<file path="src/rtl/fetch_queue_if.sv">
// Fetch front-end bundle: redirect input, instruction-ROM read port and decode handshake.
// The master side belongs to fetch_queue; the slave side is the ROM/decode environment.
interface fetch_queue_if #(
   parameter int IW = 9,
   parameter int AW = 8
);
   logic          redirect;
   logic [AW-1:0] redirect_pc;
   logic          imem_req;
   logic [AW-1:0] imem_addr;
   logic [IW-1:0] imem_data;
   logic          inst_valid;
   logic          inst_ready;
   logic [IW-1:0] inst;
   logic [AW-1:0] inst_pc;

   modport master (
      input  redirect, redirect_pc, imem_data, inst_ready,
      output imem_req, imem_addr, inst_valid, inst, inst_pc
   );

   modport slave (
      output redirect, redirect_pc, imem_data, inst_ready,
      input  imem_req, imem_addr, inst_valid, inst, inst_pc
   );
endinterface

</file>
<file path="src/rtl/fetch_queue.sv">
// Instruction fetch queue: issues sequential ROM reads, buffers words with their PC
// and hands them to decode over valid/ready; a taken branch flushes and refetches.
module fetch_queue #(
   parameter int IW    = 9,
   parameter int AW    = 8,
   parameter int DEPTH = 2
) (
   input  logic          clk,
   input  logic          reset,
   fetch_queue_if.master bus
);
   localparam int PW = (DEPTH > 1) ? $clog2(DEPTH) : 1;
   localparam int CW = $clog2(DEPTH + 1);

   logic [AW-1:0] fetch_pc_q, fetch_pc_d;
   logic [CW-1:0] count_q, count_d;
   logic          inflight_q, inflight_d;
   logic          drop_q, drop_d;
   logic [PW-1:0] rd_ptr_q, rd_ptr_d;
   logic [PW-1:0] wr_ptr_q, wr_ptr_d;
   logic [IW-1:0] word_q [DEPTH];
   logic [AW-1:0] addr_q [DEPTH];

   logic          pop;
   logic          push;
   logic          issue;
   logic [CW:0]   occupancy;

   function automatic logic [PW-1:0] ptr_inc(input logic [PW-1:0] p);
      if (p == PW'(DEPTH - 1)) return '0;
      return p + 1'b1;
   endfunction

   always_comb begin
      pop        = (count_q != '0) && bus.inst_ready;
      // Queued plus in-flight words may never exceed DEPTH, crediting this cycle's pop.
      occupancy  = {1'b0, count_q} + (CW + 1)'(inflight_q) - (CW + 1)'(pop);
      issue      = !reset && !bus.redirect && (occupancy < (CW + 1)'(DEPTH));
      push       = inflight_q && !drop_q && !bus.redirect;

      inflight_d = issue;
      drop_d     = bus.redirect && issue;
      rd_ptr_d   = pop ? ptr_inc(rd_ptr_q) : rd_ptr_q;
      wr_ptr_d   = push ? ptr_inc(wr_ptr_q) : wr_ptr_q;
      count_d    = count_q + CW'(push) - CW'(pop);
      fetch_pc_d = issue ? fetch_pc_q + 1'b1 : fetch_pc_q;

      // The pop still completes; everything behind it is flushed.
      if (bus.redirect) begin
         count_d    = '0;
         wr_ptr_d   = rd_ptr_d;
         fetch_pc_d = bus.redirect_pc;
      end
   end

   always_ff @(posedge clk or posedge reset) begin
      if (reset) begin
         fetch_pc_q <= '0;
         count_q    <= '0;
         inflight_q <= 1'b0;
         drop_q     <= 1'b0;
         rd_ptr_q   <= '0;
         wr_ptr_q   <= '0;
         for (int i = 0; i < DEPTH; i++) begin
            word_q[i] <= '0;
            addr_q[i] <= '0;
         end
      end else begin
         fetch_pc_q <= fetch_pc_d;
         count_q    <= count_d;
         inflight_q <= inflight_d;
         drop_q     <= drop_d;
         rd_ptr_q   <= rd_ptr_d;
         wr_ptr_q   <= wr_ptr_d;
         if (push) begin
            // The in-flight address is the PC one behind fetch_pc.
            word_q[wr_ptr_q] <= bus.imem_data;
            addr_q[wr_ptr_q] <= fetch_pc_q - 1'b1;
         end
      end
   end

   assign bus.imem_req   = issue;
   assign bus.imem_addr  = fetch_pc_q;
   assign bus.inst_valid = (count_q != '0);
   assign bus.inst       = word_q[rd_ptr_q];
   assign bus.inst_pc    = addr_q[rd_ptr_q];
endmodule

</file>
<file path="src/flat_wrapper.sv">
// flat-port wrapper written by rule: the top's interface ports become plain ports
module fetch_queue_flat 
#(
   parameter int IW    = 9,
   parameter int AW    = 8,
   parameter int DEPTH = 2
)
  (clk, reset, bus_redirect, bus_redirect_pc, bus_imem_data, bus_inst_ready, bus_imem_req, bus_imem_addr, bus_inst_valid, bus_inst, bus_inst_pc);
  fetch_queue_if #(.IW(IW), .AW(AW)) bus_i ();
  input  logic clk;
  input  logic reset;
  input wire logic [$bits(bus_i.redirect)-1:0] bus_redirect;
  input wire logic [$bits(bus_i.redirect_pc)-1:0] bus_redirect_pc;
  input wire logic [$bits(bus_i.imem_data)-1:0] bus_imem_data;
  input wire logic [$bits(bus_i.inst_ready)-1:0] bus_inst_ready;
  output wire logic [$bits(bus_i.imem_req)-1:0] bus_imem_req;
  output wire logic [$bits(bus_i.imem_addr)-1:0] bus_imem_addr;
  output wire logic [$bits(bus_i.inst_valid)-1:0] bus_inst_valid;
  output wire logic [$bits(bus_i.inst)-1:0] bus_inst;
  output wire logic [$bits(bus_i.inst_pc)-1:0] bus_inst_pc;
  assign bus_i.redirect = bus_redirect;
  assign bus_i.redirect_pc = bus_redirect_pc;
  assign bus_i.imem_data = bus_imem_data;
  assign bus_i.inst_ready = bus_inst_ready;
  assign bus_imem_req = bus_i.imem_req;
  assign bus_imem_addr = bus_i.imem_addr;
  assign bus_inst_valid = bus_i.inst_valid;
  assign bus_inst = bus_i.inst;
  assign bus_inst_pc = bus_i.inst_pc;
  fetch_queue #(.IW(IW), .AW(AW), .DEPTH(DEPTH)) u_core (.clk(clk), .reset(reset), .bus(bus_i));
endmodule
</file>
<file path="config.mk">
export PLATFORM = sky130hd
export DESIGN_NAME = fetch_queue_flat
export DESIGN_NICKNAME = d
export VERILOG_FILES = /design/src/rtl/fetch_queue_if.sv /design/src/rtl/fetch_queue.sv /design/src/flat_wrapper.sv
export SDC_FILE = /design/constraint.sdc
export NUM_CORES = 1
export LEC_CHECK = 0
export BUFFER_PORTS_ARGS = -buffer_cell sky130_fd_sc_hd__clkbuf_2
export CORE_ASPECT_RATIO = 1.1
export CORE_MARGIN = 2
export CORE_UTILIZATION = 54
export CTS_CLUSTER_SIZE = 10
export DETAILED_ROUTE_END_ITERATION = 10
export HOLD_SLACK_MARGIN = 0.15
export PLACE_DENSITY = 0.84
export SLEW_MARGIN = 20
export SYNTH_ARGS = -nofsm -noshare
export SYNTH_HDL_FRONTEND = slang
export SYNTH_SLANG_ARGS = --single-unit
export TNS_END_PERCENT = 20
</file>
<file path="constraint.sdc">
create_clock -name clk -period 2.5 [get_ports clk]
set_input_delay 0.125 -clock clk [delete_from_list [all_inputs] [get_ports clk]]
set_output_delay 0.125 -clock clk [all_outputs]
set_load 0.03 [all_outputs]
</file>
==> summary.md <==
| Metric | Value |
|---|---|
| Worst r2r src | u_core.count_q[0]$_DFF_PP0_ |
| Vias/cell | 5.281 |
| Pre-antenna DRT Iters | 4 |
| Tcrit/Tclk final | 0.9943 |
| Crit Path Class | flip-flop to output pin |
| Total power | 0.004180 W |
| Async set or reset register ratio after synthesis | 1.000 |
| Proportion of layout cells with a drive suffix above 1 | 0.4143 |
| CTS Sinks | 48 |
| PwrDens | 1382 nW/um2 |
| Cell variety after synth | 35 |
| Final Hold Vio Count | 0 |
| Worst clock skew | 0.01049 ns |
| Reg2Reg Setup Slack | 0.14 ns |
| Period minus WS final | 2.486 ns |
| Min-delay src | bus_inst_ready |
| Post-synthesis sequential area ratio | 0.5093 |
| Number of global-route vias before repair | 1,653 |
| DRC Markers | 0 |
| PortBufs | 47 |
| CTS tree | done |
| Tightest Hold Check Type | input port to flip-flop |
| Detailed placer's ending HPWL | 2.874 mm |
| Slew Viols, Final | 0 |
| Worst r2r path cells | 11 |
| Sw frac | 0.4148 |
| EDFF count, synth | 0 |
| Clk slew on worst S/H paths | 0.08 ns |
| Post-Route WL | 4.717 mm |
| Area delta synth->final | 28.28% |
| Die Ht | 73.32 um |
| P_leak | 1.411 nW |
| FMAX | 402.3 MHz |
| Post-Syn Area per Cell | 11.39 um2 |
| H-Tree Depth | 2 |
| DP Worst Slack | 0.09266 ns |
| Max_cap viols | 0 |
| I/O pin count | 48 |
| Sequential share of power | 0.336 |
| Clock power frac | 0.140 |
| CTS max path bufs | 2 |
| Req. time, crit path | 2.38 ns |
| Logic pwr share | 0.523 |
| Clk root buf | clkbuf_8 |
| Yosys reg bits | 48 |
| Hold Path Sink | u_core.rd_ptr_q$_DFF_PP0_ |
| Grt total ovfl | 0 |
| Row count | 25 |
| Core Region | 4254 um2 |
| Status | finished clean |
| Worst-path maximum fanout | 2 |
| Final setup viols | 0 |
| Met2 WL post-DR | 2.453 mm |
| Initial antenna violation count | 0 |
| Met3 WL | 181 um |
| CP arrival | 2.36 ns |
| Internal power | 0.002446 W |
| Worst-margin pin slew | 0.7670 ns |
| Top Metal Used | met4 |
| GRT Overall Usage | 0.2077 |
| Syn_nets | 234 |
| CP endpoint kind | output pin |
| Slew headroom | 0.4886 |
| Die width | 67.01 um |
| Largest net degree at the start of global routing | 49 |
| Post-Syn Area | 2359 um2 |
| DR WL/cell | 14.12 um |
| NumNets Final | 306 |
| Net switching power figure | 0.001734 W |
| Antenna viol nets, final | 0 |
| Total CTS buffers | 5 |
| Die area | 4913 um2 |
| Initial Util | 0.5544 |
| Yosys warnings | 0 |
| Peak VDD IR | 0.8951 mV |
| Routability congestion estimate | 0.7581 |
| Placed Cells | 302 |
| First-pass GRT wire length | 7.638 mm |
| Final Non-Filler Cells | 334 |
| Clock Latency Late Sink | 0.30 ns |
| Final worst slack | 0.01417 ns |
| Top_reg_cell synth | dfrtp_1 |
| Hold Path Cell Cnt | 4 |
| Reg-to-Reg End | u_core.bus.imem_addr[1]$_DFFE_PP0P_ |
| Routed via count | 1,764 |
| Startpoint types | flip-flop |
| 1st-iter DRT viols | 86 |
| Syn Inst Count | 207 |
| RSZ-0062 raised after global routing | true |
| Antenna cells | 0 |
| Met1 Wirelength | 1.996 mm |
[routing by layer]
layer	global-route usage	vias to the layer above
met3	0.03522	11
met5	0	-
met4	0.08163	0
met1	0.2766	871
met2	0.3388	38
li1	-	844
[registers in the layout (all words and copies together) (netlist names)]
| name | cells |
|---|---|
| u_core.bus.imem_addr | 8 |
| u_core.inflight_q | 1 |
| u_core.word_q | 18 |
| u_core.count_q | 2 |
| u_core.wr_ptr_q | 1 |
| u_core.drop_q | 1 |
| u_core.rd_ptr_q | 1 |
| u_core.addr_q | 16 |
[worst max-delay path: stages (launching register included)]
cell     delay [ns]
dfrtp_1        0.40
o21a_1         0.21
ha_1           0.28
inv_2          0.06
nand2_2        0.05
fa_2           0.36
xnor2_2        0.17
and3_4         0.22
nor2b_4        0.17
buf_8          0.14
[timing repair]
action                                  in CTS  in global routing
endpoints found under the setup margin       1                  3
pin swaps                                    4                  3
endpoints found under the hold margin       74                  0
cloned                                       0                  0
setup buffers                                5                  1
hold buffers                                18                  0
gates resized for setup                      9                  1
[cells by family after synthesis]
kind of cell	share of synthesized area
and+or+nand+nor	0.1194
AOI/OAI and AO/OA	0.05411
xor gates and xnor gates	0.06684
buffers and inverters	0.03766
other	0.001590
muxes	0.1761
adders and majority gates	0.03501
DFF	0.5093
[final cells by class]
cell class                      instances  area (um2)
Timing Repair Buffer                   77       515.5
Inverter                                7       26.28
Clock inverter                          2       38.79
Multi-Input combinational cell        140        1094
Sequential cell                        48        1201
Tap cell                               54       67.56
Clock buffer                            6       82.58
Fill cell                             329        1229
[cell usage in the layout (no fill, tap or decap), drive strengths merged, types with 2 or more instances in the layout]
cell	netlist	layout
dfrtp	48	48
clkbuf	5	52
nand3	3	3
ha	5	5
dlygate4sd3	0	18
xor2	8	8
nor2	21	21
nor3	3	3
and3	2	2
nor3b	2	2
o21ai	9	9
a21oi	15	15
nor2b	2	2
mux2	36	36
xnor2	10	10
inv	7	7
buf	7	13
nand2	13	13
[cell usage after synthesis (all sizes together), types with 2 or more instances]
library cell / n / area (um2)
nor3b: 2 / 20.02
o21ai: 9 / 45.04
nand3: 3 / 15.01
a21oi: 15 / 75.07
and3: 2 / 13.77
nor3: 3 / 20.02
mux2: 36 / 405.4
xnor2: 10 / 87.58
nand2: 13 / 48.80
clkbuf: 5 / 20.01
buf: 7 / 42.54
nor2: 21 / 78.83
inv: 7 / 26.28
ha: 5 / 62.56
xor2: 8 / 70.07
dfrtp: 48 / 1201
nor2b: 2 / 12.51
[how the worst max path moves through the flow]
stage,start,to,depth (start not counted)
floorplan,u_core.count_q[1]$_DFF_PP0_,u_core.inflight_q$_DFF_PP0_,8
global placement,u_core.count_q[1]$_DFF_PP0_,bus_imem_req,9
detailed placement,u_core.count_q[1]$_DFF_PP0_,bus_imem_req,9
CTS,u_core.count_q[0]$_DFF_PP0_,bus_imem_req,9
global route,u_core.count_q[0]$_DFF_PP0_,bus_imem_req,9
finish,u_core.count_q[0]$_DFF_PP0_,bus_imem_req,9
[power groups by stage]
| stage | logic [W] | registers, W | clock network [W] |
|---|---|---|---|
| 4_1_cts | 0.00217 | 0.00141 | 0.000596 |
| 2_1_floorplan | 0.00153 | 0.00135 | 0 |
| 6_report | 0.00219 | 0.00141 | 0.000586 |
| 5_1_grt | 0.00236 | 0.00146 | 0.000622 |
| 3_5_place_dp | 0.00196 | 0.00142 | 0 |
| 3_3_place_gp | 0.00193 | 0.00140 | 0 |
[stage by stage]
| step | setup TNS [ns] | hold WS, ns | util | instance area, um2 |
|---|---|---|---|---|
| global placement | 0 | 0.3316 | 0.6221 | 2646 |
| floorplan | 0 | 0.2460 | - | 2361 |
| global route | -0.08435 | 0.3381 | 0.7112 | 3025 |
| finish | 0 | 0.2936 | 0.7112 | 3025 |
| detailed placement | 0 | 0.3377 | 0.6221 | 2646 |
| CTS | -0.03136 | 0.2600 | 0.7091 | 3017 |
Power figures use the tool's default switching activity.
